`config.mk`:
```
export PLATFORM = sky130hd
export DESIGN_NAME = cmd_frame_assembler_flat
export DESIGN_NICKNAME = d
export VERILOG_FILES = /design/src/rtl/cmd_frame_if.sv /design/src/rtl/cmd_frame_assembler.sv /design/src/flat_wrapper.sv
export SDC_FILE = /design/constraint.sdc
export NUM_CORES = 1
export LEC_CHECK = 0
export ABC_AREA = 1
export BUFFER_PORTS_ARGS = -buffer_cell sky130_fd_sc_hd__buf_2
export CAP_MARGIN = 15
export CORE_MARGIN = 8
export CORE_UTILIZATION = 55
export CTS_CLUSTER_DIAMETER = 80
export DETAILED_ROUTE_END_ITERATION = 7
export GPL_TIMING_DRIVEN = 0
export PLACE_DENSITY_LB_ADDON = 0.05
export SYNTH_ARGS = -nofsm -noshare
export SYNTH_HDL_FRONTEND = slang
export SYNTH_SLANG_ARGS = --single-unit
export TNS_END_PERCENT = 50
```
`constraint.sdc`:
```
create_clock -name clk -period 2.34 [get_ports clk]
set_clock_uncertainty 0.15 [all_clocks]
set_input_delay 0.234 -clock clk [delete_from_list [all_inputs] [get_ports clk]]
set_output_delay 0.234 -clock clk [all_outputs]
set_load 0.02 [all_outputs]
```
`src/rtl/cmd_frame_if.sv`:
```
// Host byte stream in, magic/command handshake out, plus frame statistics.
// The slave modport is the assembler's view; the master modport is the host/bank side.
interface cmd_frame_if;
  logic [7:0]  i_byte;
  logic        i_byte_vld;
  logic        o_byte_rdy;
  logic [31:0] o_cmd_magic;
  logic [31:0] o_cmd_command;
  logic        o_cmd_vld;
  logic        i_cmd_rdy;
  logic [15:0] o_frame_cnt;
  logic [7:0]  o_err_cnt;
  logic        o_busy;

  modport slave (
    input  i_byte, i_byte_vld, i_cmd_rdy,
    output o_byte_rdy, o_cmd_magic, o_cmd_command, o_cmd_vld,
           o_frame_cnt, o_err_cnt, o_busy
  );

  modport master (
    output i_byte, i_byte_vld, i_cmd_rdy,
    input  o_byte_rdy, o_cmd_magic, o_cmd_command, o_cmd_vld,
           o_frame_cnt, o_err_cnt, o_busy
  );
endinterface

```
`src/rtl/cmd_frame_assembler.sv`:
```
// Hunts a byte stream for MAGIC, collects the following 32-bit command and
// hands magic+command to the parameter bank; aborts stalled frames on timeout.
module cmd_frame_assembler #(
  parameter logic [31:0] MAGIC       = 32'hF0AA550F,
  parameter int unsigned TIMEOUT_CYC = 20000,
  parameter int unsigned TO_W        = 16
) (
  input  logic        clk,
  input  logic        rst_n,
  cmd_frame_if.slave  bus
);

  typedef enum logic [1:0] {HUNT, CMD, OUT} state_t;

  localparam logic [TO_W-1:0] TO_LAST = TO_W'(TIMEOUT_CYC - 1);

  state_t          state, state_n;
  logic [23:0]     sr, sr_n;
  logic [1:0]      idx, idx_n;
  logic [31:0]     cmd, cmd_n;
  logic [TO_W-1:0] to_cnt, to_n;

  logic        cmd_vld;
  logic [31:0] cmd_magic;
  logic [31:0] cmd_command;
  logic [15:0] frame_cnt;
  logic [7:0]  err_cnt;

  logic byte_rdy;
  logic byte_acc;
  logic load_out;
  logic xfer;
  logic abort_err;

  // Ready depends on the state register only, so i_cmd_rdy never reaches it
  assign byte_rdy = (state != OUT);
  assign byte_acc = bus.i_byte_vld & byte_rdy;

  always_comb begin
    state_n   = state;
    sr_n      = sr;
    idx_n     = idx;
    cmd_n     = cmd;
    to_n      = to_cnt;
    load_out  = 1'b0;
    xfer      = 1'b0;
    abort_err = 1'b0;

    unique case (state)
      HUNT: begin
        if (byte_acc) begin
          to_n = '0;
          if ({sr, bus.i_byte} == MAGIC) begin
            state_n = CMD;
            sr_n    = '0;
            idx_n   = '0;
            cmd_n   = '0;
          end else begin
            sr_n = {sr[15:0], bus.i_byte};
          end
        end else if (sr != '0) begin
          // A stale partial sync is dropped silently, without an error
          if (to_cnt == TO_LAST) begin
            sr_n  = '0;
            cmd_n = '0;
            to_n  = '0;
          end else begin
            to_n = to_cnt + TO_W'(1);
          end
        end else begin
          to_n = '0;
        end
      end

      CMD: begin
        if (byte_acc) begin
          cmd_n = {cmd[23:0], bus.i_byte};
          idx_n = idx + 2'd1;
          to_n  = '0;
          if (idx == 2'd3) begin
            state_n  = OUT;
            load_out = 1'b1;
          end
        end else if (to_cnt == TO_LAST) begin
          state_n   = HUNT;
          abort_err = 1'b1;
          sr_n      = '0;
          cmd_n     = '0;
          idx_n     = '0;
          to_n      = '0;
        end else begin
          to_n = to_cnt + TO_W'(1);
        end
      end

      OUT: begin
        to_n = '0;
        if (bus.i_cmd_rdy) begin
          xfer    = 1'b1;
          state_n = HUNT;
          idx_n   = '0;
        end
      end

      default: begin
        state_n = HUNT;
        sr_n    = '0;
        idx_n   = '0;
        cmd_n   = '0;
        to_n    = '0;
      end
    endcase
  end

  always_ff @(posedge clk or negedge rst_n) begin
    if (!rst_n) begin
      state       <= HUNT;
      sr          <= '0;
      idx         <= '0;
      cmd         <= '0;
      to_cnt      <= '0;
      cmd_vld     <= 1'b0;
      cmd_magic   <= '0;
      cmd_command <= '0;
      frame_cnt   <= '0;
      err_cnt     <= '0;
    end else begin
      state  <= state_n;
      sr     <= sr_n;
      idx    <= idx_n;
      cmd    <= cmd_n;
      to_cnt <= to_n;

      // Output words are captured on the last byte and held until overwritten
      if (load_out) begin
        cmd_vld     <= 1'b1;
        cmd_magic   <= MAGIC;
        cmd_command <= cmd_n;
      end else if (xfer) begin
        cmd_vld <= 1'b0;
      end

      if (xfer) begin
        frame_cnt <= frame_cnt + 16'd1;
      end

      if (abort_err && (err_cnt != '1)) begin
        err_cnt <= err_cnt + 8'd1;
      end
    end
  end

  assign bus.o_byte_rdy    = byte_rdy;
  assign bus.o_busy        = (state != HUNT) || (sr != '0);
  assign bus.o_cmd_vld     = cmd_vld;
  assign bus.o_cmd_magic   = cmd_magic;
  assign bus.o_cmd_command = cmd_command;
  assign bus.o_frame_cnt   = frame_cnt;
  assign bus.o_err_cnt     = err_cnt;

endmodule

```
`src/flat_wrapper.sv`:
```
// flat-port wrapper written by rule: the top's interface ports become plain ports
module cmd_frame_assembler_flat 
#(
  parameter logic [31:0] MAGIC       = 32'hF0AA550F,
  parameter int unsigned TIMEOUT_CYC = 20000,
  parameter int unsigned TO_W        = 16
)
  (clk, rst_n, bus_i_byte, bus_i_byte_vld, bus_i_cmd_rdy, bus_o_byte_rdy, bus_o_cmd_magic, bus_o_cmd_command, bus_o_cmd_vld, bus_o_frame_cnt, bus_o_err_cnt, bus_o_busy);
  cmd_frame_if bus_i ();
  input  logic clk;
  input  logic rst_n;
  input wire logic [$bits(bus_i.i_byte)-1:0] bus_i_byte;
  input wire logic [$bits(bus_i.i_byte_vld)-1:0] bus_i_byte_vld;
  input wire logic [$bits(bus_i.i_cmd_rdy)-1:0] bus_i_cmd_rdy;
  output wire logic [$bits(bus_i.o_byte_rdy)-1:0] bus_o_byte_rdy;
  output wire logic [$bits(bus_i.o_cmd_magic)-1:0] bus_o_cmd_magic;
  output wire logic [$bits(bus_i.o_cmd_command)-1:0] bus_o_cmd_command;
  output wire logic [$bits(bus_i.o_cmd_vld)-1:0] bus_o_cmd_vld;
  output wire logic [$bits(bus_i.o_frame_cnt)-1:0] bus_o_frame_cnt;
  output wire logic [$bits(bus_i.o_err_cnt)-1:0] bus_o_err_cnt;
  output wire logic [$bits(bus_i.o_busy)-1:0] bus_o_busy;
  assign bus_i.i_byte = bus_i_byte;
  assign bus_i.i_byte_vld = bus_i_byte_vld;
  assign bus_i.i_cmd_rdy = bus_i_cmd_rdy;
  assign bus_o_byte_rdy = bus_i.o_byte_rdy;
  assign bus_o_cmd_magic = bus_i.o_cmd_magic;
  assign bus_o_cmd_command = bus_i.o_cmd_command;
  assign bus_o_cmd_vld = bus_i.o_cmd_vld;
  assign bus_o_frame_cnt = bus_i.o_frame_cnt;
  assign bus_o_err_cnt = bus_i.o_err_cnt;
  assign bus_o_busy = bus_i.o_busy;
  cmd_frame_assembler #(.MAGIC(MAGIC), .TIMEOUT_CYC(TIMEOUT_CYC), .TO_W(TO_W)) u_core (.clk(clk), .rst_n(rst_n), .bus(bus_i));
endmodule
```
==> results of run 1 <==
## worst max-delay path: stages (launching register included)
cell	delay (ns)
dfrtp_1	0.37
ha_1	0.20
nand3_2	0.15
nor2_2	0.18
nand2_2	0.14
nor2_4	0.24
buf_4	0.23
a21oi_1	0.08
nand2_1	0.07
nand2_1	0.09
nand2_1	0.09
nand2_1	0.06
## worst min-delay path by stage
stage                     start                           to  slack (ns)  cells past startpoint
6_report          bus_i_byte[5]                 u_core.sr[5]        0.03                      3
2_1_floorplan             rst_n  u_core.bus.o_cmd_command[0]       -0.21                      0
3_5_place_dp              rst_n      u_core.bus.o_err_cnt[0]        0.06                      1
4_1_cts           bus_i_byte[5]                 u_core.sr[5]        0.02                      3
5_1_grt           bus_i_byte[5]                 u_core.sr[5]        0.03                      3
3_3_place_gp   u_core.to_cnt[0]             u_core.to_cnt[0]        0.30                      1
## cells in the final DEF (no fill, tap or decap), types with 17 or more instances in the layout
master / instances
dfrtp_1: 133
a21oi_1: 73
inv_1: 84
clkbuf_16: 17
o21ai_0: 39
clkbuf_1: 18
buf_2: 95
nor2_1: 89
buf_4: 37
nand3_1: 21
a22oi_1: 23
nand2_1: 338
## logic make-up after synthesis
group	share of synthesized area, %
flip-flops	46.8
adder cells (fa/ha/maj)	0.698
buffers and inverters	10.2
XOR/XNOR	3.18
AO/OA/AOI/OAI	11.4
other	0.0523
AND/OR/NAND/NOR	27.7
## repair_timing
action	4_1_cts	5_1_grt
resized for setup	0	13
setup endpoints to repair	0	47
hold buffers	4	0
setup buffers	0	3
hold endpoints to repair	55	0
## layer usage
layer	track usage [%]	vias to the layer above	share of wire [%]
li1	-	3235	-
met1	27.1	2958	45
met2	34.8	191	47
met3	6.12	19	6.8
met4	7.04	0	1.3
met5	0	-	0
## power by group through the flow
stage	combinational, mW	clock, mW	sequential (mW)
floorplan	2.64	0	4.02
global placement	4.01	0	3.81
detailed placement	4.08	0	3.82
CTS	4.12	2.66	3.79
global route	4.69	2.76	3.91
finish	4.12	2.62	3.80
## flip-flops by register name (all words and copies together), names as in the netlist
signal	count
u_core.bus.o_cmd_command	32
u_core.bus.o_cmd_magic	1
u_core.bus.o_cmd_vld	1
u_core.bus.o_err_cnt	8
u_core.bus.o_frame_cnt	16
u_core.cmd	32
u_core.idx	2
u_core.sr	24
u_core.state	2
u_core.to_cnt	16
## final cells by class
type | instances | area share [%]
Inverter | 92 | 4.02
Buffer | 65 | 4.56
Timing Repair Buffer | 93 | 6.08
Multi-Input combinational cell | 685 | 36.9
Tap cell | 172 | 2.51
Sequential cell | 134 | 39.1
Clock inverter | 11 | 1.49
Clock buffer | 20 | 5.32
==> flow_summary.toml, run 1 <==
[power_and_ir_drop]
power_frac_clock_pct = 24.9
power_mw = 10.6
seqPwrFrac_pct = 36.1
powerDensity_mw_per_mm2 = 1230
switching_share_pct = 40.8
p_int_mw = 6.25
total_leakage_power_nw = 4.65
p_comb_share_pct = 39.1
p_switching_mw = 4.30
irDropWorstVdd_v = 0.000753

[route]
routed_wl_mm = 17.3
drtIter0Drc = 540
firstDrtPassIters = 5
vias_per_cell = 5.03
wl_per_cell_um = 13.6
drc_errors = 0
vias = 6403
ant_nets = 0

[worst_setup_path]
worstPathArrival_ns = 2.33
cp_max_fo = 10
cp_data_required_time_ns = 2.50
startpoint_type = "register"
critPathCaptureType = "register"
rrSetupSlack_ns = 0.17
r2r_end = "u_core.bus.o_cmd_command[17]"
crit_path_start = "u_core.to_cnt[0]"
r2r_start = "u_core.to_cnt[0]"
reg2reg_depth = 11
path_class = "reg2reg"
endpoint = "u_core.bus.o_cmd_command[17]"

[logic_synthesis]
synth_edf_count = 0
ys_async_sr_fraction_pct = 100
synth_top_flop_cell = "dfrtp_1"
synth_cell_type_count = 37
ys_top_cells_by_count = "nand2_1, dfrtp_1, nor2_1"
netlist_top_cells_area = "dfrtp_1, nand2_1, a21oi_1, nor2_1, inv_1"
avgSynthCellArea_um2 = 7.46
synth_seq_cells = 134
synth_warnings = 0
synth.most_common_cell = "nand2_1"
synth_top_area_cell = "dfrtp_1"
yosysTopAreaCellShare_pct = 46.8
ys_seq_area_share_pct = 46.8
synthCells = 961
netlist_area_mm2 = 0.00717

[cells_and_area]
seq_area_mm2 = 0.00335
num_antenna_cells = 0
fin_area_mm2 = 0.00858
areaGrowthSynthToFinish_pct = 19.7
num-fill-cells = 1101
drive_gt1_share_pct = 18.2
final_nets = 1104
final_cells = 1272
utilization_pct = 67.7
multiInputGateArea_mm2 = 0.00317

[global_route]
overflow = 0
grt_usage_pct = 21.5
grt_antenna_before_repair = 0
grt_max_degree = 85
first_global_vias = 6054
grt_pass1_wl_mm = 28.9

[timing]
drv_slew = 0
setup_viol = 0
setup-tns-final_ns = 0
maxSlewHeadroom_pct = 60.9
fmax_mhz = 460
finalHoldViolCount = 0
tightest_slew_ns = 0.583
period_share_pct = 92.8
hold_slack_ns = 0.0255
period_minus_slack_ns = 2.17
finalWorstSetupSlack_ns = 0.168

[placement]
place_ws_ns = 0.0275
dpl_cell_area_mm2 = 0.00790
port_buffers = 85
hpwl_mm = 12.4
placed_cells = 1234
gp_congestion = 0.890

[status]
outcome = "finished clean"

[cts]
cts-buffers-inserted = 17
clockBufferDepth = 2
htree_levels = 4
clkTransAtPathRegs_ns = 0.06
cts_tree = "built"
clkSinkCount = 134
cts_root_buf = "clkbuf_16"
worst_skew_pair.late_latency_ns = 0.42

[flow_run]
drv_cap = 0

[floorplanning]
core.rowCount = 41
initial_core_util_pct = 56.6
die_x_um = 130
dieArea_mm2 = 0.0169
die_y_um = 130
pin_count = 103
core_mm2 = 0.0127

[worst_hold_path]
hold_path.class = "in2reg"
No activity file was read; power rests on OpenSTA's default activity.
==> run 2: changes to the inputs <==
==> constraint.sdc (replaced) <==
create_clock -name clk -period 2.4 [get_ports clk]
set_clock_uncertainty 0.15 [all_clocks]
set_input_delay 0.24 -clock clk [delete_from_list [all_inputs] [get_ports clk]]
set_output_delay 0.24 -clock clk [all_outputs]
set_load 0.02 [all_outputs]
==> flow_summary.toml, run 2 (synthesized netlist as in run 1, its figures left out) <==
[route]
vias = 6367
wl_per_cell_um = 13.6
firstDrtPassIters = 5
vias_per_cell = 5.01
ant_nets = 0
drtIter0Drc = 599
drc_errors = 0
routed_wl_mm = 17.3

[cells_and_area]
multiInputGateArea_mm2 = 0.00317
seq_area_mm2 = 0.00335
final_common_cell = "nand2_1"
drive_gt1_share_pct = 17.7
final_nets = 1103
num_antenna_cells = 0
final_cells = 1271
areaGrowthSynthToFinish_pct = 19.5
num-fill-cells = 1097
mostFrequentLayoutCells = "nand2_1, dfrtp_1, buf_2"

[worst_setup_path]
crit_top_cell = "nor2_1"
startpoint_type = "register"
r2r_start = "u_core.state[0]"
critPathCaptureType = "output pin"
cpPeakStageDelay_ns = 0.45
cpMaxStageDelayCell = "dfrtp_1"
r2r_end = "u_core.bus.o_cmd_command[9]"
cp_max_fo = 6
crit_path_start = "u_core.sr[6]"
worstPathArrival_ns = 1.82
cp_data_required_time_ns = 2.01
cp_cell_sequence = "nor2_1, nand3_1, nor2_1, nand3_2, inv_1, nand2_1, buf_2"
reg2reg_depth = 9
path_class = "reg2out"
rrSetupSlack_ns = 0.19

[timing]
finalHoldViolCount = 0
setup_viol = 0
tightest_slew_ns = 0.538
finalWorstSetupSlack_ns = 0.188
rsz0062_at_grt = "false"
period_share_pct = 92.2
maxSlewHeadroom_pct = 64.2
drv_slew = 0
period_minus_slack_ns = 2.21
fmax_mhz = 452

[global_route]
overflow = 0
first_global_vias = 6054
grt_pass1_wl_mm = 28.9
grt_usage_pct = 21.5
grt_max_degree = 85
grt_antenna_before_repair = 0

[floorplanning]
initial_core_util_pct = 56.6
die_x_um = 130
dieArea_mm2 = 0.0169
core.rowCount = 41
die_y_um = 130
pin_count = 103
core_mm2 = 0.0127

[power_and_ir_drop]
power_mw = 10.3
total_leakage_power_nw = 4.64
powerDensity_mw_per_mm2 = 1200
irDropWorstVdd_v = 0.000737

[worst_hold_path]
hold_path_end = "u_core.sr[5]"
min_from = "bus_i_byte[5]"
hold_path.class = "in2reg"
hold_depth = 3

[cts]
cts_tree = "built"
cts_root_buf = "clkbuf_16"
worst_skew_pair.late_latency_ns = 0.42
clkSinkCount = 134
cts-buffers-inserted = 17
htree_levels = 4
clockBufferDepth = 2
clkTransAtPathRegs_ns = 0.06

[placement]
hpwl_mm = 12.4
place_ws_ns = 0.0875
port_buffers = 85
placed_cells = 1234
gp_congestion = 0.890

[status]
outcome = "finished clean"

[flow_run]
drv_cap = 0
-- run 2: final cells by class --
type / count / share of cell area (%)
Inverter: 92 / 4.03
Clock buffer: 20 / 5.33
Clock inverter: 11 / 1.49
Timing Repair Buffer: 92 / 6.00
Buffer: 65 / 4.51
Sequential cell: 134 / 39.1
Tap cell: 172 / 2.51
Multi-Input combinational cell: 685 / 37.0
-- run 2: per-stage QoR --
step	hold slack [ns]	util (%)	cell area [um2]	TNS, ns
finish	0.0347	67.6	8570	0
global route	0.0352	67.6	8570	0
CTS	0.0230	67.3	8530	0
detailed placement	0.0638	62.4	7900	0
global placement	0.299	62.1	7870	-119.87
floorplan	-0.206	-	7230	0
-- run 2: report_power, final --
group / internal [mW] / leakage (nW) / switching, mW
clock: 1.58 / 0.266 / 0.980
combinational: 1.46 / 2.67 / 2.58
sequential: 3.06 / 1.71 / 0.642
total: 6.10 / 4.64 / 4.20
-- run 2: critical path: cells and delay by family, from the launching register on --
kind                   cells  cell delay [ns]
buffers and inverters      2             0.34
AND/OR/NAND/NOR            5             0.61
flip-flops                 1             0.45
-- run 2: what timing repair did --
action                     CTS  global route
hold buffers                 4             0
buffers inserted             0             2
setup endpoints to repair    0            41
hold endpoints to repair    53             0
gates resized for setup      0             7
-- run 2: worst max-delay path by stage --
stage / to / slack, ns
final: bus_o_busy / 0.19
after global routing: u_core.bus.o_cmd_command[6] / 0.001
after CTS: bus_o_busy / 0.06
after detailed placement: u_core.sr[14] / 0.09
after global placement: u_core.bus.o_frame_cnt[12] / -0.91
after floorplan: u_core.bus.o_cmd_command[25] / 0.56
-- run 2: per-layer routing --
metal | up-vias | share of wire, % | track usage [%]
met2 | 179 | 47 | 34.8
met5 | - | 0 | 0
li1 | 3232 | - | -
met1 | 2939 | 45 | 27.1
met4 | 0 | 1.3 | 7.04
met3 | 17 | 6.6 | 6.12
==> run 3: changes to the inputs <==
--- a/config.mk
+++ b/config.mk
@@ -5,7 +5,7 @@
 export SDC_FILE = /design/constraint.sdc
 export NUM_CORES = 1
 export LEC_CHECK = 0
-export ABC_AREA = 1
+export ABC_AREA = 0
 export BUFFER_PORTS_ARGS = -buffer_cell sky130_fd_sc_hd__buf_2
 export CAP_MARGIN = 15
 export CORE_MARGIN = 8
@@ -13,6 +13,7 @@
 export CTS_CLUSTER_DIAMETER = 80
 export DETAILED_ROUTE_END_ITERATION = 7
 export GPL_TIMING_DRIVEN = 0
+export HOLD_SLACK_MARGIN = 0.15
 export PLACE_DENSITY_LB_ADDON = 0.05
 export SYNTH_ARGS = -nofsm -noshare
 export SYNTH_HDL_FRONTEND = slang
==> flow_summary.toml, run 3 <==
[worst_setup_path]
startpoint_type = "register"
r2r_end = "u_core.idx[0]"
cpMaxStageDelayCell = "or4_4"
cp_data_required_time_ns = 2.64
rrSetupSlack_ns = 0.10
crit_path_start = "u_core.sr[4]"
cp_cell_sequence = "nand4_1, or4_4, o31ai_4, o211ai_1, mux2_4"
critPathCaptureType = "register"
cpPeakStageDelay_ns = 0.58
path_class = "reg2reg"
worstPathArrival_ns = 2.54
cp_max_fo = 6
r2r_start = "u_core.sr[4]"
reg2reg_depth = 5

[floorplanning]
die_y_um = 116
initial_core_util_pct = 56.3
pin_count = 103
die_x_um = 116
core.rowCount = 36
dieArea_mm2 = 0.0134
core_mm2 = 0.00973

[power_and_ir_drop]
irDropWorstVdd_v = 0.000788
total_leakage_power_nw = 3.50
power_mw = 8.69
powerDensity_mw_per_mm2 = 1240

[cts]
clockBufferDepth = 2
clkSinkCount = 127
cts-buffers-inserted = 17
worst_skew_pair.late_latency_ns = 0.51
htree_levels = 4
clkTransAtPathRegs_ns = 0.06
cts_root_buf = "clkbuf_8"
cts_tree = "built"

[timing]
drv_slew = 0
period_minus_slack_ns = 2.30
period_share_pct = 95.7
tightest_slew_ns = 0.614
fmax_mhz = 435
finalHoldViolCount = 0
rsz0062_at_grt = "false"
setup-tns-final_ns = 0
maxSlewHeadroom_pct = 59.0
setup_viol = 0

[route]
drc_errors = 0
vias_per_cell = 5.37
vias = 3859
firstDrtPassIters = 6
routed_wl_mm = 12.0
wl_per_cell_um = 16.7
drtIter0Drc = 232
ant_nets = 0

[global_route]
first_global_vias = 3958
grt_pass1_wl_mm = 19.5
grt_max_degree = 84
grt_antenna_before_repair = 0
grt_usage_pct = 18.5
overflow = 0

[cells_and_area]
num-fill-cells = 690
drive_gt1_share_pct = 37.1
mostFrequentLayoutCells = "dfrtp_1, buf_2, a22o_1"
fin_area_mm2 = 0.00700
utilization_pct = 71.9
areaGrowthSynthToFinish_pct = 27.7
num_antenna_cells = 0
largest_register_ffs = 32
final_nets = 588
final_common_cell = "dfrtp_1"

[worst_hold_path]
hold_path.class = "reg2reg"
hold_path_end = "u_core.bus.o_frame_cnt[15]"
min_from = "u_core.bus.o_frame_cnt[15]"
hold_depth = 1

[logic_synthesis]
ys_top_cells_by_count = "dfrtp_1, a22o_1, mux2_2"
netlist_area_mm2 = 0.00548
synth_warnings = 0
synthCells = 437
netlist_top_cells_area = "dfrtp_1, a22o_1, mux2_2, buf_4, xnor2_1"
synth_edf_count = 0
ys_seq_area_share_pct = 58.0
synth_top_flop_cell = "dfrtp_1"
synth_top_area_cell = "dfrtp_1"
ys_async_sr_fraction_pct = 100
synth.most_common_cell = "dfrtp_1"
avgSynthCellArea_um2 = 12.5
yosysTopAreaCellShare_pct = 58.0
synth_cell_type_count = 44
synth_seq_cells = 127

[status]
outcome = "finished clean"

[placement]
hpwl_mm = 8.25
dpl_cell_area_mm2 = 0.00617
gp_congestion = 0.821
port_buffers = 86

[flow_run]
drv_cap = 0
## run 3: cell count changes after synthesis, sizes merged, moves of 35 or more
cell and delta:
a22o +48, nand2 -322, mux2 +35, a21oi -70, nor2 -77, inv -86, o21ai -37
## run 3: kinds of logic after synthesis
family,share of synthesized area (%)
AND/OR/NAND/NOR,10.6
flip-flops,58.0
AO/OA/AOI/OAI,11.0
XOR/XNOR,5.75
adder cells (fa/ha/maj),0.913
other,0.0684
buffers and inverters,6.37
multiplexers,7.26
## run 3: critical path, delay by kind of cell, from the launching register on
| family | cells | cell delay, ns |
|---|---|---|
| AND/OR/NAND/NOR | 2 | 0.72 |
| AO/OA/AOI/OAI | 2 | 0.56 |
| multiplexers | 1 | 0.30 |
| flip-flops | 1 | 0.45 |
## run 3: final cells by class
type | instances | area [um2] | area share [%]
inverter | 6 | 22.5 | 0.322
multi-input combinational | 271 | 2060 | 29.4
buffer | 47 | 325 | 4.65
clock inverter | 15 | 206 | 2.95
clock buffer | 17 | 414 | 5.92
sequential | 127 | 3180 | 45.4
timing repair buffer | 102 | 627 | 8.96
tap | 133 | 166 | 2.38
## run 3: power breakdown
group / leakage, nW / total (mW) / switching (mW) / internal, mW
Clock: 0.300 / 2.66 / 0.961 / 1.70
Sequential: 1.68 / 3.36 / 0.537 / 2.82
Combinational: 1.52 / 2.67 / 1.43 / 1.24
Total: 3.50 / 8.69 / 2.93 / 5.76
## run 3: repair_timing
item | CTS | global route
hold endpoints to repair | 167 | 0
hold buffers | 13 | 0
setup endpoints to repair | 5 | 66
gates resized for setup | 1 | 12
setup buffers | 0 | 2
## run 3: how the worst max path moves through the flow
stage                                        end  slack (ns)  depth (start not counted)
floorplan                          u_core.idx[0]        0.36                          5
global placement     u_core.bus.o_cmd_command[7]       -0.65                          1
detailed placement  u_core.bus.o_cmd_command[29]       -0.03                          6
CTS                                 u_core.sr[5]        0.02                          6
global route                        u_core.sr[0]       0.009                          6
finish                             u_core.idx[0]        0.10                          5
## run 3: through the flow
step           hold WS [ns]  cells  setup slack [ns]
2_1_floorplan        -0.206    452             0.363
3_3_place_gp          0.307    671            -0.655
3_5_place_dp         0.0464    672           -0.0252
4_1_cts               0.326    717            0.0226
5_1_grt               0.354    718           0.00939
6_report              0.321    718             0.103
## run 3: per-layer routing
metal | up-vias | part of all wire (%) | GRT usage (%)
met5 | - | 0 | 0
met4 | 0 | 1.3 | 6.57
met3 | 15 | 6.7 | 5.42
met2 | 132 | 50 | 30.0
met1 | 1913 | 42 | 23.2
li1 | 1799 | - | -
